`src/rtl/reset_release_gather.sv`:
```
// Releases N branch resets in a fixed staggered order and gathers their acknowledgements.
// Reports done when every branch has acked, or flags a timeout and re-asserts all resets.
module reset_release_gather #(
    parameter int N       = 5,
    parameter int STAGGER = 4,
    parameter int TIMEOUT = 256
) (
    input  logic         clock,
    input  logic         reset,
    input  logic         start,
    input  logic         abort,
    input  logic [N-1:0] branch_ack,
    output logic [N-1:0] branch_reset,
    output logic         done,
    output logic         timeout_err,
    output logic [N-1:0] pending
);

    localparam int CW = (STAGGER > 1) ? $clog2(STAGGER) : 1;
    localparam int TW = $clog2(TIMEOUT);
    localparam int IW = (N > 1) ? $clog2(N) : 1;

    typedef enum logic [2:0] {
        S_HOLD    = 3'd0,
        S_RELEASE = 3'd1,
        S_WAIT    = 3'd2,
        S_DONE    = 3'd3,
        S_ERR     = 3'd4
    } state_t;

    state_t         state_q, state_d;
    logic [IW-1:0]  idx_q, idx_d;
    logic [CW-1:0]  cnt_q, cnt_d;
    logic [TW-1:0]  timer_q, timer_d;
    logic [N-1:0]   branch_reset_q, branch_reset_d;
    logic [N-1:0]   pending_q, pending_d;
    logic           done_q, done_d;
    logic           timeout_err_q, timeout_err_d;
    logic [N-1:0]   ack_hit_s;
    logic [N-1:0]   pending_acked_s;

    // Only acks from branches already out of reset (as seen before the edge) count.
    assign ack_hit_s       = ~branch_reset_q & branch_ack;
    assign pending_acked_s = pending_q & ~ack_hit_s;

    // Next-state and output computation for the release sequencer.
    always_comb begin
        state_d        = state_q;
        idx_d          = idx_q;
        cnt_d          = cnt_q;
        timer_d        = timer_q;
        branch_reset_d = branch_reset_q;
        pending_d      = pending_q;
        done_d         = done_q;
        timeout_err_d  = timeout_err_q;

        if (abort) begin
            state_d        = S_HOLD;
            idx_d          = {IW{1'b0}};
            cnt_d          = {CW{1'b0}};
            timer_d        = {TW{1'b0}};
            branch_reset_d = {N{1'b1}};
            pending_d      = {N{1'b1}};
            done_d         = 1'b0;
            timeout_err_d  = 1'b0;
        end else begin
            case (state_q)
                S_HOLD: begin
                    if (start) begin
                        state_d = S_RELEASE;
                        idx_d   = {IW{1'b0}};
                        cnt_d   = {CW{1'b0}};
                    end else begin
                        state_d = S_HOLD;
                    end
                end
                S_RELEASE: begin
                    pending_d = pending_acked_s;
                    if (cnt_q == CW'(STAGGER - 1)) begin
                        cnt_d = {CW{1'b0}};
                        for (int i = 0; i < N; i++) begin
                            branch_reset_d[i] = (idx_q == IW'(i)) ? 1'b0 : branch_reset_q[i];
                        end
                        if (idx_q == IW'(N - 1)) begin
                            state_d = S_WAIT;
                            idx_d   = {IW{1'b0}};
                            timer_d = {TW{1'b0}};
                        end else begin
                            idx_d = idx_q + IW'(1);
                        end
                    end else begin
                        cnt_d = cnt_q + CW'(1);
                    end
                end
                S_WAIT: begin
                    pending_d = pending_acked_s;
                    timer_d   = timer_q + TW'(1);
                    // Completion is tested first so a last ack on the timeout edge still wins.
                    if (pending_acked_s == {N{1'b0}}) begin
                        state_d = S_DONE;
                        done_d  = 1'b1;
                        timer_d = {TW{1'b0}};
                    end else if (timer_q == TW'(TIMEOUT - 1)) begin
                        state_d        = S_ERR;
                        timeout_err_d  = 1'b1;
                        branch_reset_d = {N{1'b1}};
                        timer_d        = {TW{1'b0}};
                    end else begin
                        state_d = S_WAIT;
                    end
                end
                S_DONE: begin
                    state_d = S_DONE;
                end
                S_ERR: begin
                    state_d = S_ERR;
                end
                default: begin
                    state_d        = S_HOLD;
                    idx_d          = {IW{1'b0}};
                    cnt_d          = {CW{1'b0}};
                    timer_d        = {TW{1'b0}};
                    branch_reset_d = {N{1'b1}};
                    pending_d      = {N{1'b1}};
                    done_d         = 1'b0;
                    timeout_err_d  = 1'b0;
                end
            endcase
        end
    end

    // State and output registers; reset puts every branch back into reset immediately.
    always_ff @(posedge clock or negedge reset) begin
        if (!reset) begin
            state_q        <= S_HOLD;
            idx_q          <= {IW{1'b0}};
            cnt_q          <= {CW{1'b0}};
            timer_q        <= {TW{1'b0}};
            branch_reset_q <= {N{1'b1}};
            pending_q      <= {N{1'b1}};
            done_q         <= 1'b0;
            timeout_err_q  <= 1'b0;
        end else begin
            state_q        <= state_d;
            idx_q          <= idx_d;
            cnt_q          <= cnt_d;
            timer_q        <= timer_d;
            branch_reset_q <= branch_reset_d;
            pending_q      <= pending_d;
            done_q         <= done_d;
            timeout_err_q  <= timeout_err_d;
        end
    end

    assign branch_reset = branch_reset_q;
    assign done         = done_q;
    assign timeout_err  = timeout_err_q;
    assign pending      = pending_q;

endmodule

```
`config.mk`:
```
export PLATFORM = sky130hd
export DESIGN_NAME = reset_release_gather
export DESIGN_NICKNAME = d
export VERILOG_FILES = /design/src/rtl/reset_release_gather.sv
export SDC_FILE = /design/constraint.sdc
export NUM_CORES = 1
export LEC_CHECK = 0
export CORE_ASPECT_RATIO = 0.7
export CORE_MARGIN = 10
export CORE_UTILIZATION = 49
export CTS_BUF_LIST = sky130_fd_sc_hd__clkbuf_8 sky130_fd_sc_hd__clkbuf_16
export DETAILED_ROUTE_END_ITERATION = 10
export PLACE_DENSITY = 0.74
export RECOVER_POWER = 50
export SLEW_MARGIN = 20
export SYNTH_ARGS = -nofsm -noshare
export SYNTH_HDL_FRONTEND = slang
export SYNTH_SLANG_ARGS = --single-unit
```
`constraint.sdc`:
```
create_clock -name clock -period 1.8 [get_ports clock]
set_input_delay 0.36 -clock clock [delete_from_list [all_inputs] [get_ports clock]]
set_output_delay 0.36 -clock clock [all_outputs]
set_load 0.005 [all_outputs]
```
==> metrics.md, run 1 <==
| Metric | Value |
|---|---|
| Clk buf depth | `2` |
| Synthesized area per cell | `9.575 um^2` |
| Final instance area | `approximately 2200 um^2` |
| Clk root buf | `clkbuf_8` |
| Worst-margin pin slew | `between 0.6 and 0.7 ns` |
| MaxCap Viol Count | `0` |
| Clock Sink Count | `28` |
| Pre-Repair DR Iteration Count | `4` |
| CP startpoint kind | `register` |
| Gate power share | `0.158` |
| Post-synth EDFFs | `0` |
| Initial antenna violation count | `0` |
| Critical Path RT | `roughly 2.0 ns` |
| Sequential fraction of design power | `0.528` |
| Lkg Pwr | `around 0.97 nW` |
| Gpl congestion | `between 0.8 and 0.9` |
| Final Power | `1.271 mW` |
| Routed wire length | `about 4300 um` |
| Mapped cell area | `1599 um^2` |
| Ys flop type | `dfrtp_1` |
| Die area | `approximately 6000 um^2` |
| Placed cell areas | `2049 um^2` |
| GRT met1 Usage | `0.1874` |
| GRT Resource Usage Total | `0.1502` |
| Routed length per instance | `around 17 um` |
| Fin nets | `between 200 and 250` |
| Port Buffers | `20` |
| Reg area | `about 710 um^2` |
| GR Util met2 | `0.2447` |
| Arrival @ worst endpoint | `1.98 ns` |
| Final period util | `0.9783` |
| CTS Hold Bufs | `0` |
| # DRC | `0` |
| #FFs+latches synth | `28` |
| Chip Height | `67.80 um` |
| Core Box Area | `~3100 um^2` |
| Starting density of the core | `0.5079` |
| Layout cells sized above 1 | `0.2903` |
| Area added between synthesis and finish | `36.23%` |
| Remaining antenna violation count | `0` |
| Largest net degree at the start of global routing | `29` |
| Fill cells | `about 240` |
| First-pass GRT wire length | `7072 um` |
| N_diodes | `0` |
| TritonCTS clock tree | `built` |
| Clock share of power | `0.314` |
| Critical path capture point type | `register` |
| HPWL Detailed | `between 3000 and 4000 um` |
| Relative slew slack | `0.5432` |
| Vias in the first global route | `approximately 1,500` |
| Via count | `1,501` |
| Syn Inst Count | `167` |
| Synth Net Count | `approximately 180` |
| Total Neg Setup Slack | `0 ns` |
| Min Tclk post-route | `between 1.5 and 2 ns` |
| Clock skew | `~0.0081 ns` |
| H-tree levels | `1` |
| Power Dens Cells | `583.3 nW/um^2` |
| Sequential-to-total area share from yosys stat | `0.4460` |
| Sw frac | `0.2475` |
| Area of the multi-input gates | `roughly 910 um^2` |
| Psw | `around 0.31 mW` |
| Layout Utilization | `0.6920` |
| Clock-pin slew on the worst setup and hold paths | `around 0.10 ns` |
| Unique masters post-synth | `50` |
| Peak supply drop | `~0.00037 V` |
| Count of pins over their slew limit | `0` |
| Worst-Skew Late Latency | `between 0.2 and 0.3 ns` |
| Status | `complete, no violations` |
| RSZ-0062 raised after global routing | `true` |
| Hold Crit Class | `reg2reg` |
| Initial DRC Count | `79` |
| Final Hold Viols | `0` |
| Pint | `around 0.96 mW` |
| Final count of negative-setup-slack endpoints | `0` |
| Hold_ws | `0.4909 ns` |
| IO Pins | `21` |
| Async SR Flop Fraction | `1.000` |
| Row cnt | `17` |
| Setup Crit Path Kind | `reg2reg` |
| Grt ovf | `0` |
| Via-to-Cell Ratio | `a little under 6` |
| TritonCTS Buffers | `3` |
| Max frequency | `0.5679 GHz` |
| Ys Warns | `0` |
| M3 GR Usage | `0.04688` |
| Chip Width | `a little under 90 um` |
| Busiest layer in global routing | `met2` |
| Crit path max fanout | `3` |
==> final timing paths <==
path / slack (ns) / startpoint / to / cells past startpoint
hold reg to reg: 0.49 / cnt_q[0]$_DFFE_PN0P_ / cnt_q[0]$_DFFE_PN0P_ / 1
min in group asynchronous: 0.63 / reset / timer_q[2]$_DFFE_PN0P_ / 2
max in group asynchronous: 0.67 / reset / state_q[1]$_DFFE_PN0P_ / 2
setup / recovery: 0.04 / timer_q[0]$_DFFE_PN0P_ / branch_reset[4]$_DFFE_PN1P_ / 7
hold / removal: 0.49 / cnt_q[0]$_DFFE_PN0P_ / cnt_q[0]$_DFFE_PN0P_ / 1
setup reg to reg: 0.04 / timer_q[0]$_DFFE_PN0P_ / branch_reset[4]$_DFFE_PN1P_ / 7
==> critical path, stage by stage, from the launching register on <==
cell and delay (ns):
dfrtp_1 0.36, ha_1 0.18, nand3_1 0.12, buf_4 0.17, or2_1 0.23, a21o_1 0.22
a21oi_1 0.24, a2bb2oi_1 0.18
==> metal layers <==
| metal | up-vias | wire (um) |
|---|---|---|
| met4 | 0 | 31 |
| met2 | 53 | 2017 |
| met3 | 6 | 276 |
| li1 | 715 | - |
| met5 | - | 0 |
| met1 | 727 | 1988 |
==> cell usage in the layout (no fill, tap or decap), drive strengths merged, types with 2 or more instances in the layout <==
master	Yosys	final
a21boi	2	2
a21o	5	5
a21oi	14	14
a22o	4	4
buf	1	29
clkbuf	3	5
clkdlybuf4s50	0	18
dfrtp	18	18
dfstp	10	10
ha	7	7
inv	6	6
mux2	3	3
nand2	17	17
nand2b	8	8
nand3	9	9
nand4	2	2
nor2	15	15
nor2b	2	2
nor3	2	2
o2111ai	3	3
o21ai	9	9
o2bb2ai	4	4
or2	4	4
==> logic make-up after synthesis <==
| family | after synthesis | share of synthesized area |
|---|---|---|
| buffers and inverters | 10 | 0.02347 |
| flip-flops | 28 | 0.4460 |
| AO/OA/AOI/OAI | 52 | 0.2332 |
| XOR/XNOR | 1 | 0.005478 |
| adder cells (fa/ha/maj) | 7 | 0.05477 |
| multiplexers | 4 | 0.02739 |
| AND/OR/NAND/NOR | 65 | 0.2097 |
==> Yosys cell counts (all sizes together) (2+ instances only) <==
cell / count / area [um^2]
nand2: 17 / 66.32
or2: 4 / 25.03
clkbuf: 3 / 11.26
a21oi: 14 / 77.58
mux2: 3 / 33.78
nand2b: 8 / 57.55
a21o: 5 / 37.54
o2111ai: 3 / 26.28
nor3: 2 / 15.01
inv: 6 / 22.52
dfrtp: 18 / 450.4
nand3: 9 / 45.04
ha: 7 / 87.58
o2bb2ai: 4 / 35.03
a21boi: 2 / 15.02
o21ai: 9 / 52.55
nor2b: 2 / 12.51
a22o: 4 / 35.03
dfstp: 10 / 262.8
nor2: 15 / 56.30
nand4: 2 / 12.51
==> through the flow <==
step / instances / setup slack, ns
2_1_floorplan: 167 / -0.07409
3_3_place_gp: 250 / -0.2524
3_5_place_dp: 250 / -0.3131
4_1_cts: 254 / 0.02676
5_1_grt: 255 / -0.04355
6_report: 255 / 0.03908
==> power by group through the flow <==
stage / Combinational [mW] / Sequential [mW] / Clock [mW]
5_1_grt: 0.218 / 0.674 / 0.440
3_5_place_dp: 0.192 / 0.681 / 0
2_1_floorplan: 0.0811 / 0.678 / 0
4_1_cts: 0.193 / 0.670 / 0.404
6_report: 0.200 / 0.671 / 0.400
3_3_place_gp: 0.184 / 0.680 / 0
==> layout make-up <==
class | instances | area share
Timing Repair Buffer | 50 | 0.1953
Sequential cell | 28 | 0.3280
Clock buffer | 4 | 0.02527
Inverter | 6 | 0.01034
Tap cell | 38 | 0.02183
Multi-Input combinational cell | 129 | 0.4193
==> repair_timing <==
item                       in CTS  in global routing
setup endpoints to repair       4                 13
setup buffers                   0                  1
resized for setup               1                 15
pin swaps                       0                  1
==> sequential cells by signal (all words and copies together), names as in the netlist <==
register,cells
branch_reset,5
cnt_q,2
done,1
idx_q,3
pending,5
state_q,3
timeout_err,1
timer_q,8
No activity file was read; power rests on OpenSTA's default activity.
==> inputs of run 2 (changes only) <==
Settings changed: GPL_TIMING_DRIVEN set to 0.
==> metrics.md, run 2 (synthesis gave the netlist of run 1 again) <==
| Metric | Value |
|---|---|
| Status | `complete, no violations` |
| CP startpoint kind | `input pin` |
| Clock-pin slew on the worst setup and hold paths | `roughly 0.10 ns` |
| Clock skew | `~0.0032 ns` |
| Clk root buf | `clkbuf_8` |
| Worst slack, placed | `-0.8341 ns` |
| Core Box Area | `around 3100 um^2` |
| Via-to-Cell Ratio | `a little over 6` |
| Biggest register | `timer_q` |
| Min Tclk post-route | `~1.8 ns` |
| Arrival @ worst endpoint | `roughly 2 ns` |
| Slowest-stage cell, CP | `clkdlybuf4s50_1` |
| Routed length per instance | `17.37 um` |
| Relative slew slack | `0.01471` |
| Chip Height | `slightly below 70 um` |
| Hold_ws | `0.4183 ns` |
| CP Cell Sequence | `clkdlybuf4s50_1, clkbuf_4, a21o_2, o21ai_4, a21o_1, a32o_1` |
| GRT Resource Usage Total | `0.1350` |
| Port Buffers | `20` |
| Worst reg2reg path depth | `6` |
| Reg-to-reg endpoint | `branch_reset[1]$_DFFE_PN1P_` |
| Hold Crit Class | `in2async` |
| H-tree levels | `1` |
| Final count of negative-setup-slack endpoints | `0` |
| Count of pins over their slew limit | `0` |
| Commonest cells after routing, fill and taps aside | `dfrtp_1 (18), clkdlybuf4s50_1 (17), nand2_1 (15)` |
| Via count | `about 1,500` |
| Starting density of the core | `0.5079` |
| Area added between synthesis and finish | `30.75%` |
| Largest register FFs | `8` |
| Fin nets | `219` |
| Chip Width | `between 80 and 90 um` |
| Vias in the first global route | `about 1,300` |
| Final Hold Viols | `0` |
| Layout Utilization | `0.6641` |
| TritonCTS clock tree | `built` |
| HPWL Detailed | `between 2000 and 3000 um` |
| Worst stage delay on the critical path | `0.58 ns` |
| Peak supply drop | `~0.00064 V` |
| Fill cells | `228` |
| Clk buf depth | `2` |
| Worst setup margin | `~0.023 ns` |
| Commonest non-fill, non-tap cell in the layout | `dfrtp_1` |
| N_diodes | `0` |
| Clock Sink Count | `28` |
| Final period util | `0.9872` |
| Crit path from | `abort` |
| Layout cells sized above 1 | `0.2525` |
| Lkg Pwr | `slightly below 0.9 nW` |
| Pre-Repair DR Iteration Count | `5` |
| FF-to-FF Start | `timer_q[1]$_DFFE_PN0P_` |
| Largest net degree at the start of global routing | `29` |
| Die area | `between 5000 and 6000 um^2` |
| Placed cell areas | `between 1500 and 2000 um^2` |
| IO Pins | `21` |
| First-pass GRT wire length | `~6400 um` |
| Worst-Skew Late Latency | `roughly 0.28 ns` |
| Initial antenna violation count | `0` |
| Remaining antenna violation count | `0` |
| Initial DRC Count | `between 100 and 150` |
| Routed wire length | `roughly 4200 um` |
| Worst-margin pin slew | `1.478 ns` |
| Crit path max fanout | `10` |
| Grt ovf | `0` |
| Row cnt | `17` |
| TritonCTS Buffers | `3` |
| Setup Crit Path Kind | `in2reg` |
| Final instance area | `~2100 um^2` |
| Gpl congestion | `0.9087` |
| MaxCap Viol Count | `0` |
| Critical Path RT | `about 2 ns` |
| Critical path capture point type | `register` |
| Power Dens Cells | `between 600 and 700 nW/um^2` |
| # DRC | `0` |
| Max frequency | `between 0.5 and 0.6 GHz` |
| Setup slack, reg-to-reg | `about 0.050 ns` |
run 2: cell type report:
class | count | area, um^2 | share of cell area
Timing Repair Buffer | 30 | 275.3 | 0.1317
Clock buffer | 4 | 66.31 | 0.03172
Sequential cell | 28 | 713.2 | 0.3411
Buffer | 4 | 22.52 | 0.01077
Multi-Input combinational cell | 130 | 943.4 | 0.4512
Inverter | 6 | 22.52 | 0.01077
Tap cell | 38 | 47.55 | 0.02274
run 2: through the flow:
stage | std cells | setup TNS (ns) | total power, mW
final | 240 | 0 | 1.287
after global routing | 240 | -0.1379 | 1.339
after CTS | 232 | 0 | 1.284
after detailed placement | 225 | -14.82 | 0.8331
after global placement | 225 | -14.66 | 0.8279
after floorplan | 167 | -0.1716 | 0.7586
run 2: report_power, final:
group          total, mW  internal (mW)  switching (mW)
Clock              0.443          0.242           0.201
Combinational      0.174         0.0833          0.0907
Sequential         0.670          0.654          0.0161
run 2: repair_timing:
action | CTS | global route
pin swaps | 3 | 4
hold buffers | 0 | 0
gates cloned | 1 | 0
setup endpoints to repair | 21 | 16
gates resized for setup | 11 | 18
buffers inserted | 2 | 8
run 2: layer usage:
| layer | global-route usage | part of all wire | vias up |
|---|---|---|---|
| met4 | 0.03815 | 0.018 | 0 |
| met5 | 0 | 0 | - |
| li1 | - | - | 687 |
| met3 | 0.04808 | 0.085 | 10 |
| met2 | 0.2136 | 0.45 | 71 |
| met1 | 0.1710 | 0.45 | 714 |
run 2: worst max-delay path by stage:
| stage | depth (start not counted) | endpoint | slack [ns] |
|---|---|---|---|
| 2_1_floorplan | 5 | timer_q[5]$_DFFE_PN0P_ | -0.07 |
| 5_1_grt | 6 | branch_reset[1]$_DFFE_PN1P_ | -0.04 |
| 6_report | 6 | timer_q[6]$_DFFE_PN0P_ | 0.02 |
| 3_3_place_gp | 6 | timer_q[5]$_DFFE_PN0P_ | -0.80 |
| 3_5_place_dp | 6 | timer_q[5]$_DFFE_PN0P_ | -0.83 |
| 4_1_cts | 5 | idx_q[0]$_DFFE_PN0P_ | 0.009 |
run 2: critical path: cells and delay by family:
kind                   cells  cell delay (ns)
buffers and inverters      2             0.86
AOI/OAI and AO/OA          4             0.71
